`config.mk`:
```
export PLATFORM = sky130hd
export DESIGN_NAME = sequence_generator_101001_err_inject_flat
export DESIGN_NICKNAME = d
export VERILOG_FILES = /design/src/rtl/sequence_generator_101001_err_inject_if.sv /design/src/rtl/sequence_generator_101001_err_inject.sv /design/src/flat_wrapper.sv
export SDC_FILE = /design/constraint.sdc
export NUM_CORES = 1
export LEC_CHECK = 0
export BUFFER_PORTS_ARGS = -buffer_cell sky130_fd_sc_hd__clkbuf_2
export CORE_MARGIN = 2
export CORE_UTILIZATION = 30
export CTS_BUF_LIST = sky130_fd_sc_hd__clkbuf_8 sky130_fd_sc_hd__clkbuf_16
export DETAILED_ROUTE_END_ITERATION = 6
export GPL_TIMING_DRIVEN = 0
export SLEW_MARGIN = 25
export SYNTH_ARGS = -nofsm -noshare
export SYNTH_HDL_FRONTEND = slang
export SYNTH_SLANG_ARGS = --single-unit
```
`constraint.sdc`:
```
create_clock -name i_clk -period 2.56 [get_ports i_clk]
set_input_delay 0 -clock i_clk [delete_from_list [all_inputs] [get_ports i_clk]]
set_output_delay 0 -clock i_clk [all_outputs]
set_load 0.03 [all_outputs]
```
`src/rtl/sequence_generator_101001_err_inject_if.sv`:
```
// Bus bundle for the 101001 serial pattern generator.
// Handshake: o_valid qualifies o_data for one clock; there is no ready/backpressure,
// so the sink must take every bit on the cycle o_valid=1. i_start is a request that is
// only honoured while the generator is idle (o_busy=0); no acknowledge is returned
// other than o_busy rising in the following cycle.
interface sequence_generator_101001_err_inject_if #(
  parameter int WIDTH = 6,
  parameter int CNT_W = 4,
  parameter int GAP_W = 3
);
  localparam int ERR_W = $clog2(WIDTH + 1);

  logic             i_start;
  logic [WIDTH-1:0] i_err_mask;
  logic [CNT_W-1:0] i_repeat;
  logic [GAP_W-1:0] i_gap;
  logic             o_data;
  logic             o_valid;
  logic             o_busy;
  logic             o_done;
  logic [ERR_W-1:0] o_err_count;
  logic             o_expect_hit;

  modport master (
    output i_start, i_err_mask, i_repeat, i_gap,
    input  o_data, o_valid, o_busy, o_done, o_err_count, o_expect_hit
  );

  modport slave (
    input  i_start, i_err_mask, i_repeat, i_gap,
    output o_data, o_valid, o_busy, o_done, o_err_count, o_expect_hit
  );
endinterface

```
`src/rtl/sequence_generator_101001_err_inject.sv`:
```
// Serial transmitter of a fixed pattern (MSB first) with per-frame bit-flip injection,
// programmable frame repeat and inter-frame idle gap. Reports the number of flipped
// bits and whether a detector tolerating MAX_ERR errors should still match.
module sequence_generator_101001_err_inject #(
  parameter int               WIDTH   = 6,
  parameter logic [WIDTH-1:0] PATTERN = 6'b101001,
  parameter int               MAX_ERR = 2,
  parameter int               CNT_W   = 4,
  parameter int               GAP_W   = 3
) (
  input  logic       i_clk,
  input  logic       i_reset,
  sequence_generator_101001_err_inject_if.slave bus,
  output logic [1:0] o_dbg_state
);
  localparam int ERR_W = $clog2(WIDTH + 1);
  localparam int BW    = (WIDTH > 1) ? $clog2(WIDTH) : 1;
  localparam logic [BW-1:0]    LAST_BIT  = BW'(WIDTH - 1);
  localparam logic [ERR_W-1:0] MAX_ERR_C = ERR_W'(MAX_ERR);

  typedef enum logic [1:0] {
    IDLE  = 2'd0,
    SHIFT = 2'd1,
    GAP   = 2'd2
  } state_t;

  state_t           state_q, state_d;
  logic [WIDTH-1:0] sreg_q, sreg_d;
  logic [WIDTH-1:0] mask_q, mask_d;
  logic [BW-1:0]    bit_q, bit_d;
  logic [CNT_W-1:0] frame_q, frame_d;
  logic [GAP_W-1:0] gap_q, gap_d;
  logic [GAP_W-1:0] gap_cnt_q, gap_cnt_d;
  logic             done_q, done_d;
  logic [ERR_W-1:0] err_q, err_d;
  logic             hit_q, hit_d;
  logic [ERR_W-1:0] mask_pop;
  logic [WIDTH-1:0] frame_img;

  // Popcount of the incoming mask, used only when a start is accepted.
  always_comb begin
    mask_pop = '0;
    for (int i = 0; i < WIDTH; i++) begin
      mask_pop = mask_pop + ERR_W'(bus.i_err_mask[i]);
    end
  end

  assign frame_img = PATTERN ^ mask_q;

  // Register bank: FSM state, shifter, counters and latched transfer settings.
  always_ff @(posedge i_clk or posedge i_reset) begin
    if (i_reset) begin
      state_q   <= IDLE;
      sreg_q    <= '0;
      mask_q    <= '0;
      bit_q     <= '0;
      frame_q   <= '0;
      gap_q     <= '0;
      gap_cnt_q <= '0;
      done_q    <= 1'b0;
      err_q     <= '0;
      hit_q     <= 1'b0;
    end else begin
      state_q   <= state_d;
      sreg_q    <= sreg_d;
      mask_q    <= mask_d;
      bit_q     <= bit_d;
      frame_q   <= frame_d;
      gap_q     <= gap_d;
      gap_cnt_q <= gap_cnt_d;
      done_q    <= done_d;
      err_q     <= err_d;
      hit_q     <= hit_d;
    end
  end

  // Next-state and datapath: start latching, bit shifting, frame reload and gap timing.
  always_comb begin
    state_d   = state_q;
    sreg_d    = sreg_q;
    mask_d    = mask_q;
    bit_d     = bit_q;
    frame_d   = frame_q;
    gap_d     = gap_q;
    gap_cnt_d = gap_cnt_q;
    done_d    = 1'b0;
    err_d     = err_q;
    hit_d     = hit_q;
    case (state_q)
      IDLE: begin
        if (bus.i_start) begin
          mask_d  = bus.i_err_mask;
          gap_d   = bus.i_gap;
          sreg_d  = PATTERN ^ bus.i_err_mask;
          bit_d   = LAST_BIT;
          frame_d = (bus.i_repeat == '0) ? CNT_W'(1) : bus.i_repeat;
          err_d   = mask_pop;
          hit_d   = (mask_pop <= MAX_ERR_C);
          state_d = SHIFT;
        end
      end
      SHIFT: begin
        sreg_d = sreg_q << 1;
        if (bit_q == '0) begin
          // Frame counter saturates at zero rather than wrapping.
          frame_d = (frame_q != '0) ? frame_q - CNT_W'(1) : '0;
          if (frame_q > CNT_W'(1)) begin
            if (gap_q == '0) begin
              sreg_d = frame_img;
              bit_d  = LAST_BIT;
            end else begin
              gap_cnt_d = gap_q;
              state_d   = GAP;
            end
          end else begin
            done_d  = 1'b1;
            state_d = IDLE;
          end
        end else begin
          bit_d = bit_q - BW'(1);
        end
      end
      GAP: begin
        // gap_cnt starts at the gap length, so exactly that many idle cycles elapse.
        if (gap_cnt_q <= GAP_W'(1)) begin
          gap_cnt_d = '0;
          sreg_d    = frame_img;
          bit_d     = LAST_BIT;
          state_d   = SHIFT;
        end else begin
          gap_cnt_d = gap_cnt_q - GAP_W'(1);
        end
      end
      default: state_d = IDLE;
    endcase
  end

  assign bus.o_valid      = (state_q == SHIFT);
  assign bus.o_data       = (state_q == SHIFT) & sreg_q[WIDTH-1];
  assign bus.o_busy       = (state_q != IDLE);
  assign bus.o_done       = done_q;
  assign bus.o_err_count  = err_q;
  assign bus.o_expect_hit = hit_q;
  assign o_dbg_state      = state_q;
endmodule

```
`src/flat_wrapper.sv`:
```
// flat-port wrapper written by rule: the top's interface ports become plain ports
module sequence_generator_101001_err_inject_flat 
#(
  parameter int               WIDTH   = 6,
  parameter logic [WIDTH-1:0] PATTERN = 6'b101001,
  parameter int               MAX_ERR = 2,
  parameter int               CNT_W   = 4,
  parameter int               GAP_W   = 3
)
  (i_clk, i_reset, o_dbg_state, bus_i_start, bus_i_err_mask, bus_i_repeat, bus_i_gap, bus_o_data, bus_o_valid, bus_o_busy, bus_o_done, bus_o_err_count, bus_o_expect_hit);
  sequence_generator_101001_err_inject_if #(.WIDTH(WIDTH), .CNT_W(CNT_W), .GAP_W(GAP_W)) bus_i ();
  input  logic i_clk;
  input  logic i_reset;
  output logic [1:0] o_dbg_state;
  input wire logic [$bits(bus_i.i_start)-1:0] bus_i_start;
  input wire logic [$bits(bus_i.i_err_mask)-1:0] bus_i_err_mask;
  input wire logic [$bits(bus_i.i_repeat)-1:0] bus_i_repeat;
  input wire logic [$bits(bus_i.i_gap)-1:0] bus_i_gap;
  output wire logic [$bits(bus_i.o_data)-1:0] bus_o_data;
  output wire logic [$bits(bus_i.o_valid)-1:0] bus_o_valid;
  output wire logic [$bits(bus_i.o_busy)-1:0] bus_o_busy;
  output wire logic [$bits(bus_i.o_done)-1:0] bus_o_done;
  output wire logic [$bits(bus_i.o_err_count)-1:0] bus_o_err_count;
  output wire logic [$bits(bus_i.o_expect_hit)-1:0] bus_o_expect_hit;
  assign bus_i.i_start = bus_i_start;
  assign bus_i.i_err_mask = bus_i_err_mask;
  assign bus_i.i_repeat = bus_i_repeat;
  assign bus_i.i_gap = bus_i_gap;
  assign bus_o_data = bus_i.o_data;
  assign bus_o_valid = bus_i.o_valid;
  assign bus_o_busy = bus_i.o_busy;
  assign bus_o_done = bus_i.o_done;
  assign bus_o_err_count = bus_i.o_err_count;
  assign bus_o_expect_hit = bus_i.o_expect_hit;
  sequence_generator_101001_err_inject #(.WIDTH(WIDTH), .PATTERN(PATTERN), .MAX_ERR(MAX_ERR), .CNT_W(CNT_W), .GAP_W(GAP_W)) u_core (.i_clk(i_clk), .i_reset(i_reset), .bus(bus_i), .o_dbg_state(o_dbg_state));
endmodule
```
==> load_flow_metrics.sql, run 1 <==
INSERT INTO impl_metrics (metric_group, metric, value, unit) VALUES
('sta', 'worst_rel_slew_slack', '54.2', '%'),
('synthesis', 'synth_warnings', '0', ''),
('global_route', 'grt_antenna_before_repair', '0', ''),
('sta', 'layout_min_cycle_time', '2.36', 'ns'),
('critical_path', 'critical_path_required', '2.72', 'ns'),
('critical_path', 'critPathArrivalTime', '2.52', 'ns'),
('detailed_routing', 'first_pass_iters', '4', ''),
('detailed_routing', 'via_per_inst', '5.12', ''),
('synthesis', 'mappedNetlistNets', '220', ''),
('power', 'sequential_power_share', '30.0', '%'),
('clocking', 'clock_latency', '0.29', 'ns'),
('finish', 'insertedDiodeCount', '0', ''),
('hold_path', 'min_path_type', 'primary input to flip-flop', ''),
('sta', 'finalHoldViolations', '0', ''),
('critical_path', 'cp-start-kind', 'primary input', ''),
('critical_path', 'buffer_and_inverter_count_on_the_worst_path', '4', ''),
('finish', 'layout.cells.most_common_list', 'sky130_fd_sc_hd__dfrtp_1, sky130_fd_sc_hd__clkbuf_2, sky130_fd_sc_hd__inv_1', ''),
('finish', 'nFillCells', '639', ''),
('placed_design', 'cell_count_after_placement', '295', ''),
('sta', 'drv_slew', '0', ''),
('clocking', 'clockBufferDepth', '2', ''),
('sta', 'fin_worst_hold_slack', '0.0191', 'ns'),
('sta', 'max_slew.worst_pin.slew', '0.685', 'ns'),
('power', 'p_leak', '0.00106', 'uW'),
('clocking', 'tritoncts_clock_tree', 'yes', ''),
('die', 'die-area', '7240', 'um2'),
('die', 'placement_rows', '29', ''),
('synthesis', 'synth_area_per_cell', '10.2', 'um2'),
('power', 'power_report.internal_total', '1760', 'uW'),
('global_route', 'groute.usage.overall', '14.0', '%'),
('global_route', 'via_count_of_the_first_global_routing_pass', '1640', ''),
('clocking', 'cts.sink_count', '32', ''),
('synthesis', 'synth_area_leaders', 'sky130_fd_sc_hd__dfrtp_1, sky130_fd_sc_hd__ha_1, sky130_fd_sc_hd__mux2_2', ''),
('synthesis', 'synth_seq_cells', '32', ''),
('synthesis', 'yosys.area.top_type', 'sky130_fd_sc_hd__dfrtp_1', ''),
('clocking', 'cts_inserted_buffers', '5', ''),
('finish', 'layout_commonest_cell', 'sky130_fd_sc_hd__dfrtp_1', ''),
('finish', 'final_layout_size_suffix_gt1_share', '25.1', '%'),
('critical_path', 'critical_path.cell_chain', 'dlygate4sd3_1, ha_1, inv_1, fa_1, inv_1, fa_1, inv_1, fa_1, o21ai_1, o21ai_1', ''),
('sta', 'fmax', '0.424', 'GHz'),
('synthesis', 'mappedNetlistArea', '1970', 'um2'),
('power', 'power.density_cell_area', '1370', 'nW/um2'),
('synthesis', 'syn_inst', '193', ''),
('flow_run', 'max_cap_viol_count', '0', ''),
('sta', 'skew', '0.00584', 'ns'),
('global_route', 'overflow', '0', ''),
('clocking', 'root_buffer', 'sky130_fd_sc_hd__clkbuf_8', ''),
('power', 'vdd.ir_drop.worst', '558', 'uV'),
('detailed_routing', 'drtAntennaViolNets', '0', ''),
('synthesis', 'post_synth_num_cell_types', '51', ''),
('finish', 'layout.cells.non_filler', '308', ''),
('critical_path', 'family_with_the_most_delay_on_the_worst_path', 'adder cells', ''),
('detailed_routing', 'route.vias.total', '1577', ''),
('synthesis', 'ys_dominant_reg_cell', 'sky130_fd_sc_hd__dfrtp_1', ''),
('clocking', 'clkTransAtPathRegs', '0.07', 'ns'),
('critical_path', 'crit_type', 'primary input to flip-flop', ''),
('placed_design', 'gp_congestion', '0.812', ''),
('global_route', 'grt_max_degree', '33', ''),
('critical_path', 'max_stage_delay', '0.58', 'ns'),
('die', 'number_of_top_level_pins', '26', ''),
('power', 'share_comb_of_total_power', '57.5', '%'),
('synthesis', 'asyncSetResetFlopFracSynth', '100', '%'),
('status', 'result_of_the_run', 'finished clean', ''),
('die', 'fp.dieW', '85.1', 'um'),
('critical_path', 'critical_path_peak_fanout', '3', ''),
('finish', 'area_growth_syn_to_fin', '18.8', '%'),
('power', 'power.switching_fraction', '45.4', '%'),
('critical_path', 'timing.critical_path.to_type', 'flip-flop', ''),
('detailed_routing', 'drc_errors', '0', ''),
('sta', 'setup_viol', '0', ''),
('die', 'core_region_area', '6350', 'um2');
cells in the mapped netlist (4+ instances only):
| library cell | number |
|---|---|
| sky130_fd_sc_hd__dfrtp_1 | 32 |
| sky130_fd_sc_hd__inv_1 | 18 |
| sky130_fd_sc_hd__nand2_1 | 18 |
| sky130_fd_sc_hd__o21ai_0 | 15 |
| sky130_fd_sc_hd__ha_1 | 8 |
| sky130_fd_sc_hd__mux2_2 | 8 |
| sky130_fd_sc_hd__a22o_1 | 6 |
| sky130_fd_sc_hd__buf_6 | 6 |
| sky130_fd_sc_hd__mux2i_1 | 5 |
| sky130_fd_sc_hd__nor2_1 | 5 |
| sky130_fd_sc_hd__a21oi_1 | 4 |
| sky130_fd_sc_hd__nand2b_1 | 4 |
| sky130_fd_sc_hd__or3_1 | 4 |
logic make-up after synthesis:
kind of cell,share of synthesized area (%)
AO/OA/AOI/OAI,23.5
adder cells (fa/ha/maj),8.12
buffers and inverters,8.37
flip-flops,40.6
multiplexers,7.11
AND/OR/NAND/NOR,12.3
state kept, by name (all words and copies together) (netlist names):
signal,cells
u_core.gap_cnt_q,3
u_core.bus.o_err_count,3
u_core.mask_q,6
u_core.gap_q,3
u_core.bus.o_done,1
u_core.frame_q,4
u_core.sreg_q,6
u_core.bit_q,3
u_core.o_dbg_state,2
u_core.bus.o_expect_hit,1
routing by layer:
metal,GRT usage [%],vias to the layer above,share of wire (%),wire length (um)
li1,-,776,-,-
met1,18.0,770,46,2110
met2,23.4,25,49,2220
met3,2.72,6,3.3,150
met4,5.19,0,1.8,81
met5,0,-,0,0
through the flow:
stage          cell area, um2  worst slack (ns)  total power (uW)  utilization, %
2_1_floorplan            1970             0.554              2380               -
3_5_place_dp             2190             0.337              2810            34.5
6_report                 2340             0.201              3220            36.9
5_1_grt                  2340            0.0445              3510            36.9
3_3_place_gp             2190             0.383              2780            34.5
4_1_cts                  2350            0.0885              3230            37.1
cell type report:
| cell class | instances | area [um2] | area share [%] |
|---|---|---|---|
| Clock inverter | 2 | 7.51 | 0.320 |
| Inverter | 19 | 71.3 | 3.04 |
| Buffer | 11 | 93.8 | 4.00 |
| Multi-Input combinational cell | 131 | 1010 | 42.9 |
| Sequential cell | 32 | 801 | 34.2 |
| Clock buffer | 6 | 82.6 | 3.52 |
| Tap cell | 77 | 96.3 | 4.11 |
| Timing Repair Buffer | 30 | 185 | 7.90 |
power groups by stage:
stage	sequential [uW]	clock (uW)	combinational, uW
after floorplan	1010	0	1370
after global placement	964	0	1810
after detailed placement	972	0	1840
after CTS	964	409	1860
after global routing	1000	440	2070
final	967	402	1850
path summary, 6_finish.rpt:
kind	slack, ns	cells past startpoint	startpoint	endpoint
setup / recovery	0.20	10	bus_i_err_mask[0]	u_core.bus.o_expect_hit
hold / removal	0.02	2	bus_i_err_mask[5]	u_core.mask_q[5]
setup reg to reg	0.57	8	u_core.o_dbg_state[0]	u_core.sreg_q[0]
hold reg to reg	0.50	2	u_core.bus.o_err_count[2]	u_core.bus.o_err_count[2]
max in group asynchronous	1.75	3	i_reset	u_core.gap_cnt_q[2]
min in group asynchronous	0.36	3	i_reset	u_core.o_dbg_state[0]
what timing repair did:
item,in CTS,in global routing
hold buffers,7,0
buffers inserted,0,0
setup endpoints to repair,0,1
endpoints found under the hold margin,38,0
gates resized for setup,0,2
Power figures use the tool's default switching activity.
==> run 2: changes to the inputs <==
--- a/config.mk
+++ b/config.mk
@@ -11,7 +11,7 @@
 export CTS_BUF_LIST = sky130_fd_sc_hd__clkbuf_8 sky130_fd_sc_hd__clkbuf_16
 export DETAILED_ROUTE_END_ITERATION = 6
 export GPL_TIMING_DRIVEN = 0
-export SLEW_MARGIN = 25
+export SETUP_SLACK_MARGIN = 0.4
 export SYNTH_ARGS = -nofsm -noshare
 export SYNTH_HDL_FRONTEND = slang
 export SYNTH_SLANG_ARGS = --single-unit
==> run 2 against run 1 <==
Compared with the run above: utilization up 0.59 points; sequential share of layout area is 0.54 points lower; register-to-register slack barely moved; die area unchanged; design area rose by 1.6%; highest routed layer unchanged.
==> load_flow_metrics.sql, run 2 (synthesis results as in run 1) <==
INSERT INTO impl_metrics (metric_group, metric, value, unit) VALUES
('power', 'vdd.ir_drop.worst', '561', 'uV'),
('power', 'share_comb_of_total_power', '57.6', '%'),
('global_route', 'grt_first_pass_wirelength', '7.84', 'mm'),
('detailed_routing', 'via_per_inst', '5.20', ''),
('power', 'sequential_power_share', '30.0', '%'),
('critical_path', 'critPathArrivalTime', '2.18', 'ns'),
('die', 'placement_rows', '29', ''),
('power', 'power_report.internal_total', '1760', 'uW'),
('placed_design', 'gp_congestion', '0.812', ''),
('critical_path', 'critical_path_required', '2.73', 'ns'),
('placed_design', 'detailed_place.area', '2190', 'um2'),
('finish', 'nFillCells', '619', ''),
('placed_design', 'place.port_buffers', '25', ''),
('die', 'die-area', '7240', 'um2'),
('clocking', 'root_buffer', 'sky130_fd_sc_hd__clkbuf_8', ''),
('finish', 'post-route-cell-area', '2380', 'um2'),
('sta', 'skew', '0.00401', 'ns'),
('die', 'chipHeight', '85.1', 'um'),
('finish', 'area_growth_syn_to_fin', '20.7', '%'),
('sta', 'setup_viol', '0', ''),
('detailed_routing', 'drc_errors', '0', ''),
('global_route', 'overflow', '0', ''),
('finish', 'reg_top3', 'u_core.mask_q: 6 flops, u_core.sreg_q: 6 flops, u_core.frame_q: 4 flops', ''),
('finish', 'insertedDiodeCount', '0', ''),
('clocking', 'cts-htree-levels', '2', ''),
('critical_path', 'setup.worst_path.start', 'u_core.o_dbg_state[0]', ''),
('clocking', 'cts.sink_count', '32', ''),
('detailed_routing', 'first_pass_iters', '4', ''),
('detailed_routing', 'dr.first_iter.drc_count', '59', ''),
('sta', 'max_slew.worst_pin.slew', '0.645', 'ns'),
('placed_design', 'hpwlAfterDp', '3.21', 'mm'),
('sta', 'finalHoldViolations', '0', ''),
('critical_path', 'crit_type', 'flip-flop to flip-flop', ''),
('sta', 'finalSetupTns', '0', 'ns'),
('clocking', 'cts_inserted_buffers', '5', ''),
('detailed_routing', 'route.vias.total', '1617', ''),
('sta', 'rsz0062_at_grt', 'no', ''),
('power', 'power.share.clock', '12.4', '%'),
('sta', 'final.period_utilization', '78.3', '%'),
('die', 'number_of_top_level_pins', '26', ''),
('clocking', 'cts_setup_buffers', '0', ''),
('finish', 'final_layout_size_suffix_gt1_share', '25.6', '%'),
('critical_path', 'cp-start-kind', 'flip-flop', ''),
('clocking', 'clock_latency', '0.29', 'ns'),
('sta', 'drv_slew', '0', ''),
('clocking', 'post_cts_hold_buffer_count', '6', ''),
('clocking', 'tritoncts_clock_tree', 'yes', ''),
('power', 'power_switching', '1450', 'uW'),
('sta', 'fmax', '0.499', 'GHz'),
('power', 'power.density_cell_area', '1350', 'nW/um2'),
('clocking', 'cts_resized', '0', ''),
('clocking', 'clockBufferDepth', '2', ''),
('critical_path', 'critical_path_peak_fanout', '9', ''),
('global_route', 'grt_antenna_before_repair', '0', ''),
('power', 'p_leak', '0.00108', 'uW'),
('global_route', 'via_count_of_the_first_global_routing_pass', '1600', ''),
('detailed_routing', 'totalWireLength', '4.53', 'mm'),
('flow_run', 'max_cap_viol_count', '0', ''),
('die', 'start_util', '31.1', '%'),
('critical_path', 'critical_path.reg2reg.startpoint', 'u_core.o_dbg_state[0]', ''),
('die', 'fp.dieW', '85.1', 'um'),
('global_route', 'grt_max_degree', '33', ''),
('status', 'result_of_the_run', 'finished clean', ''),
('finish', 'fin_nets', '260', ''),
('detailed_routing', 'drtAntennaViolNets', '0', ''),
('clocking', 'clkTransAtPathRegs', '0.06', 'ns'),
('power', 'power.switching_fraction', '45.2', '%'),
('critical_path', 'timing.critical_path.to_type', 'flip-flop', ''),
('global_route', 'groute.usage.overall', '13.7', '%'),
('hold_path', 'min_path_type', 'primary input to flip-flop', ''),
('sta', 'layout_min_cycle_time', '2.00', 'ns'),
('detailed_routing', 'route.detailed.wl_per_inst', '14.6', 'um'),
('finish', 'layout.cells.most_common_list', 'sky130_fd_sc_hd__dfrtp_1, sky130_fd_sc_hd__clkbuf_2, sky130_fd_sc_hd__inv_1', ''),
('finish', 'layout_commonest_cell', 'sky130_fd_sc_hd__dfrtp_1', ''),
('sta', 'worst_rel_slew_slack', '56.8', '%'),
('hold_path', 'hold_path.startpoint', 'bus_i_err_mask[5]', ''),
('die', 'core_region_area', '6350', 'um2');
-- run 2: routing by layer --
metal  GRT usage (%)  vias to the layer above  part of all wire, %
met2            22.3                       32                   48
met1            17.8                      797                   46
li1                -                      782                    -
met4            5.19                        0                  1.8
met5               0                        -                    0
met3            2.72                        6                  4.1
-- run 2: final timing paths --
path | end | slack (ns) | depth (start not counted)
max | u_core.sreg_q[0] | 0.56 | 8
min | u_core.mask_q[5] | 0.02 | 2
max reg2reg | u_core.sreg_q[0] | 0.56 | 8
min reg2reg | u_core.bus.o_expect_hit | 0.48 | 2
max in group asynchronous | u_core.gap_q[0] | 1.86 | 4
min in group asynchronous | u_core.mask_q[0] | 0.26 | 3
-- run 2: through the flow --
stage	hold slack, ns	setup WS [ns]	total power [uW]	std cells	utilization, %
after global routing	0.0338	0.413	3500	311	37.5
after floorplan	0.116	0.554	2380	193	-
final	0.0185	0.556	3210	311	37.5
after CTS	0.0262	0.568	3230	309	36.9
after global placement	0.240	0.383	2780	295	34.5
after detailed placement	0.248	0.343	2810	295	34.5
-- run 2: layout make-up --
| cell class | count | area (um2) | area share [%] |
|---|---|---|---|
| inverter | 19 | 71.3 | 3.00 |
| multi-input combinational | 131 | 1010 | 42.2 |
| clock inverter | 2 | 7.51 | 0.315 |
| timing repair buffer | 33 | 223 | 9.35 |
| tap | 77 | 96.3 | 4.05 |
| buffer | 11 | 93.8 | 3.94 |
| sequential | 32 | 801 | 33.6 |
| clock buffer | 6 | 82.6 | 3.47 |
-- run 2: power by group through the flow --
stage / combinational [uW] / sequential [uW] / clock [uW]
floorplan: 1370 / 1010 / 0
global placement: 1810 / 964 / 0
detailed placement: 1840 / 973 / 0
CTS: 1850 / 965 / 407
global route: 2060 / 1000 / 439
finish: 1850 / 965 / 398
-- run 2: critical path: stages, from the launching register on --
cell and delay [ns]:
sky130_fd_sc_hd__dfrtp_1 0.42, sky130_fd_sc_hd__inv_1 0.12, sky130_fd_sc_hd__ha_1 0.18, sky130_fd_sc_hd__buf_6 0.15, sky130_fd_sc_hd__inv_2 0.06, sky130_fd_sc_hd__a21oi_1 0.30, sky130_fd_sc_hd__or3_1 0.18, sky130_fd_sc_hd__buf_6 0.15
sky130_fd_sc_hd__mux2_2 0.33
==> run 3: changes to the inputs <==
--- a/config.mk
+++ b/config.mk
@@ -5,6 +5,7 @@
 export SDC_FILE = /design/constraint.sdc
 export NUM_CORES = 1
 export LEC_CHECK = 0
+export ABC_AREA = 1
 export BUFFER_PORTS_ARGS = -buffer_cell sky130_fd_sc_hd__clkbuf_2
 export CORE_MARGIN = 2
 export CORE_UTILIZATION = 30
==> constraint.sdc (replaced) <==
create_clock -name i_clk -period 1.9 [get_ports i_clk]
set_input_delay 0 -clock i_clk [delete_from_list [all_inputs] [get_ports i_clk]]
set_output_delay 0 -clock i_clk [all_outputs]
set_load 0.03 [all_outputs]
==> run 3 against run 2 <==
Compared with the run above: register-to-register slack got worse by 0.20 ns; clock-buffer cell count did not move; final cell count rose by 27%; setup slack got worse by 0.42 ns; wire length fell by 0.55%; flip-flop and latch count did not move; utilization rose by 6.0 points; clock skew rose by 0.0024 ns; design area rose by 16%; combinational power rose by 69%; clock power rose by 39%; worst hold slack improved by 0.0093 ns; largest cell class unchanged.
==> load_flow_metrics.sql, run 3 <==
INSERT INTO impl_metrics (metric_group, metric, value, unit) VALUES
('die', 'chipHeight', '85.0', 'um'),
('power', 'power.density_cell_area', '1770', 'nW/um2'),
('power', 'p_leak', '0.00144', 'uW'),
('sta', 'max_slew.worst_pin.slew', '0.690', 'ns'),
('clocking', 'root_buffer', 'sky130_fd_sc_hd__clkbuf_8', ''),
('synthesis', 'synth_seq_area_share', '40.7', '%'),
('sta', 'rsz0062_at_grt', 'yes', ''),
('synthesis', 'count_of_flip_flops_with_a_built_in_enable_after_synthesis', '0', ''),
('placed_design', 'place.port_buffers', '25', ''),
('global_route', 'groute.usage.overall', '13.0', '%'),
('finish', 'insertedDiodeCount', '0', ''),
('global_route', 'grt_first_pass_wirelength', '7.60', 'mm'),
('detailed_routing', 'route.vias.total', '1788', ''),
('sta', 'fin_ws', '0.139', 'ns'),
('placed_design', 'hpwlAfterDp', '3.16', 'mm'),
('critical_path', 'max_stage_delay', '0.49', 'ns'),
('sta', 'worst_rel_slew_slack', '54.0', '%'),
('global_route', 'grt_max_degree', '33', ''),
('sta', 'setup_viol', '0', ''),
('synthesis', 'synth_seq_cells', '32', ''),
('synthesis', 'netlist_top_cells_count', 'sky130_fd_sc_hd__nand2_1, sky130_fd_sc_hd__inv_1, sky130_fd_sc_hd__dfrtp_1, sky130_fd_sc_hd__o21ai_0, sky130_fd_sc_hd__nor2_1', ''),
('critical_path', 'buffer_and_inverter_count_on_the_worst_path', '4', ''),
('clocking', 'tritoncts_clock_tree', 'yes', ''),
('detailed_routing', 'dr.first_iter.drc_count', '55', ''),
('placed_design', 'gp_congestion', '0.809', ''),
('synthesis', 'post-synth-top-count-cell', 'sky130_fd_sc_hd__nand2_1', ''),
('detailed_routing', 'first_pass_iters', '4', ''),
('synthesis', 'syn_inst', '257', ''),
('finish', 'area_growth_syn_to_fin', '40.6', '%'),
('synthesis', 'post-synth-top-area-fraction', '40.7', '%'),
('critical_path', 'critical_path_required', '2.08', 'ns'),
('sta', 'fmax', '0.568', 'GHz'),
('sta', 'finalSetupTns', '0', 'ns'),
('finish', 'final_layout_size_suffix_gt1_share', '35.3', '%'),
('power', 'vdd.ir_drop.worst', '793', 'uV'),
('clocking', 'cts_inserted_buffers', '5', ''),
('finish', 'fin_nets', '343', ''),
('detailed_routing', 'drtAntennaViolNets', '0', ''),
('finish', 'fin_util', '43.5', '%'),
('placed_design', 'detailedPlace.worstSlack', '-0.228', 'ns'),
('clocking', 'cts-htree-levels', '2', ''),
('clocking', 'clkTransAtPathRegs', '0.07', 'ns'),
('detailed_routing', 'route.detailed.wl_per_inst', '11.4', 'um'),
('sta', 'finalHoldViolations', '0', ''),
('critical_path', 'crit_type', 'primary input to flip-flop', ''),
('detailed_routing', 'drc_errors', '0', ''),
('global_route', 'via_count_of_the_first_global_routing_pass', '1717', ''),
('global_route', 'grt_antenna_before_repair', '0', ''),
('critical_path', 'cp-start-kind', 'primary input', ''),
('synthesis', 'synth_warnings', '0', ''),
('die', 'start_util', '31.0', '%'),
('critical_path', 'path_common_cell', 'sky130_fd_sc_hd__inv_2', ''),
('finish', 'layout.cells.most_common_list', 'sky130_fd_sc_hd__nand2_1, sky130_fd_sc_hd__inv_1, sky130_fd_sc_hd__dfrtp_1', ''),
('die', 'placement_rows', '29', ''),
('sta', 'skew', '0.00640', 'ns'),
('sta', 'layout_min_cycle_time', '1.76', 'ns'),
('critical_path', 'critPathArrivalTime', '1.94', 'ns'),
('detailed_routing', 'totalWireLength', '4.50', 'mm'),
('critical_path', 'timing.critical_path.to_type', 'flip-flop', ''),
('synthesis', 'mappedNetlistNets', '284', ''),
('synthesis', 'yosys.area.top_type', 'sky130_fd_sc_hd__dfrtp_1', ''),
('synthesis', 'ys_dominant_reg_cell', 'sky130_fd_sc_hd__dfrtp_1', ''),
('finish', 'layout_commonest_cell', 'sky130_fd_sc_hd__nand2_1', ''),
('sta', 'final.period_utilization', '92.7', '%'),
('synthesis', 'synth_area_per_cell', '7.65', 'um2'),
('die', 'fp.dieW', '85.0', 'um'),
('clocking', 'clockBufferDepth', '2', ''),
('critical_path', 'critical_path_peak_fanout', '2', ''),
('flow_run', 'max_cap_viol_count', '0', ''),
('critical_path', 'critical_path.cell_chain', 'clkbuf_16, ha_4, inv_2, fa_1, inv_2, fa_2, inv_2, fa_1, o21ai_1, nand2_1', ''),
('clocking', 'clock_latency', '0.29', 'ns'),
('synthesis', 'post_synth_num_cell_types', '31', ''),
('clocking', 'cts.sink_count', '32', ''),
('synthesis', 'asyncSetResetFlopFracSynth', '100', '%'),
('die', 'number_of_top_level_pins', '26', ''),
('synthesis', 'mappedNetlistArea', '1970', 'um2'),
('detailed_routing', 'via_per_inst', '4.54', ''),
('critical_path', 'family_with_the_most_delay_on_the_worst_path', 'adder cells', ''),
('synthesis', 'synth_area_leaders', 'sky130_fd_sc_hd__dfrtp_1, sky130_fd_sc_hd__nand2_1, sky130_fd_sc_hd__inv_1', ''),
('sta', 'drv_slew', '0', ''),
('hold_path', 'min_path_type', 'primary input to flip-flop', ''),
('critical_path', 'crit_path_top_delay_cell', 'sky130_fd_sc_hd__fa_1', ''),
('status', 'result_of_the_run', 'finished clean', ''),
('die', 'core_region_area', '6350', 'um2'),
('power', 'power', '4900', 'uW'),
('global_route', 'overflow', '0', ''),
('die', 'die-area', '7220', 'um2'),
('finish', 'reg_top3', 'u_core.mask_q: 6 flops, u_core.sreg_q: 6 flops, u_core.frame_q: 4 flops', '');
[run 3: cell types whose count changed after synthesis, moves of 5 or more]
cell | previous run | this run
sky130_fd_sc_hd__a22o_1 | 6 | 0
sky130_fd_sc_hd__nand3_1 | 1 | 6
sky130_fd_sc_hd__buf_6 | 6 | 0
sky130_fd_sc_hd__mux2i_1 | 5 | 0
sky130_fd_sc_hd__nand2_1 | 18 | 76
sky130_fd_sc_hd__mux2_2 | 8 | 0
sky130_fd_sc_hd__o21ai_0 | 15 | 21
sky130_fd_sc_hd__nor2_1 | 5 | 17
sky130_fd_sc_hd__inv_1 | 18 | 39
sky130_fd_sc_hd__nand4_1 | 0 | 5
sky130_fd_sc_hd__a21oi_2 | 0 | 5
[run 3: worst reg2reg max path, stage by stage (launching register included)]
cell                       delay [ns]
sky130_fd_sc_hd__dfrtp_2         0.42
sky130_fd_sc_hd__inv_4           0.05
sky130_fd_sc_hd__buf_6           0.11
sky130_fd_sc_hd__ha_4            0.19
sky130_fd_sc_hd__buf_6           0.13
sky130_fd_sc_hd__o211ai_4        0.26
sky130_fd_sc_hd__buf_4           0.17
sky130_fd_sc_hd__nor2_1          0.03
sky130_fd_sc_hd__a21oi_1         0.10
[run 3: kinds of logic (layout without fill, tap and decap cells)]
| group | count (synthesis) | in the layout | share of synthesized area (%) |
|---|---|---|---|
| flops | 32 | 32 | 40.7 |
| fa+ha+maj | 11 | 11 | 8.14 |
| xor+xnor | 1 | 1 | 0.445 |
| simple gates | 118 | 118 | 26.6 |
| compound gates | 45 | 45 | 13.6 |
| buf+inv | 50 | 110 | 10.5 |
[run 3: stage by stage]
| stage | area, um2 | std cells | hold WS, ns |
|---|---|---|---|
| 6_report | 2770 | 394 | 0.0278 |
| 5_1_grt | 2770 | 394 | 0.0275 |
| 4_1_cts | 2550 | 385 | 0.0171 |
| 3_5_place_dp | 2240 | 359 | 0.219 |
| 3_3_place_gp | 2240 | 359 | 0.213 |
| 2_1_floorplan | 2020 | 257 | 0.110 |
[run 3: metal layers]
layer | part of all wire, % | track usage [%] | routed length [um] | up-vias
met4 | 0.91 | 3.75 | 41 | 0
met3 | 3.0 | 3.02 | 136 | 3
li1 | - | - | - | 924
met5 | 0 | 0 | 0 | -
met1 | 48 | 16.5 | 2160 | 830
met2 | 48 | 22.3 | 2160 | 31
[run 3: final cells by class]
class | count | area (um2)
timing repair buffer | 52 | 437
fill | 620 | 3580
buffer | 6 | 55.1
inverter | 44 | 179
clock buffer | 6 | 82.6
sequential | 32 | 803
clock inverter | 2 | 10.0
tap | 77 | 96.3
multi-input combinational | 175 | 1100
[run 3: timing repair]
item | CTS | global route
gates resized for setup | 11 | 45
cloned | 1 | 0
hold endpoints to repair | 5 | 32
pin swaps | 9 | 18
hold buffers | 5 | 1
endpoints found under the setup margin | 19 | 27
setup buffers | 12 | 8
[run 3: final timing paths]
check	from	end	slack [ns]	cells past startpoint
worst max-delay path	bus_i_err_mask[0]	u_core.bus.o_expect_hit	0.14	10
min in group asynchronous	i_reset	u_core.gap_q[2]	0.35	3
worst min register to register	u_core.sreg_q[2]	u_core.sreg_q[2]	0.48	2
max in group asynchronous	i_reset	u_core.o_dbg_state[0]	1.07	3
worst min-delay path	bus_i_err_mask[5]	u_core.mask_q[5]	0.03	3
worst max register to register	u_core.o_dbg_state[1]	u_core.frame_q[0]	0.36	8
[run 3: report_power, final]
group	internal [uW]	total, uW	switching (uW)
Clock	289	553	264
Sequential	1010	1220	214
Combinational	1350	3120	1770
Total	2650	4900	2250
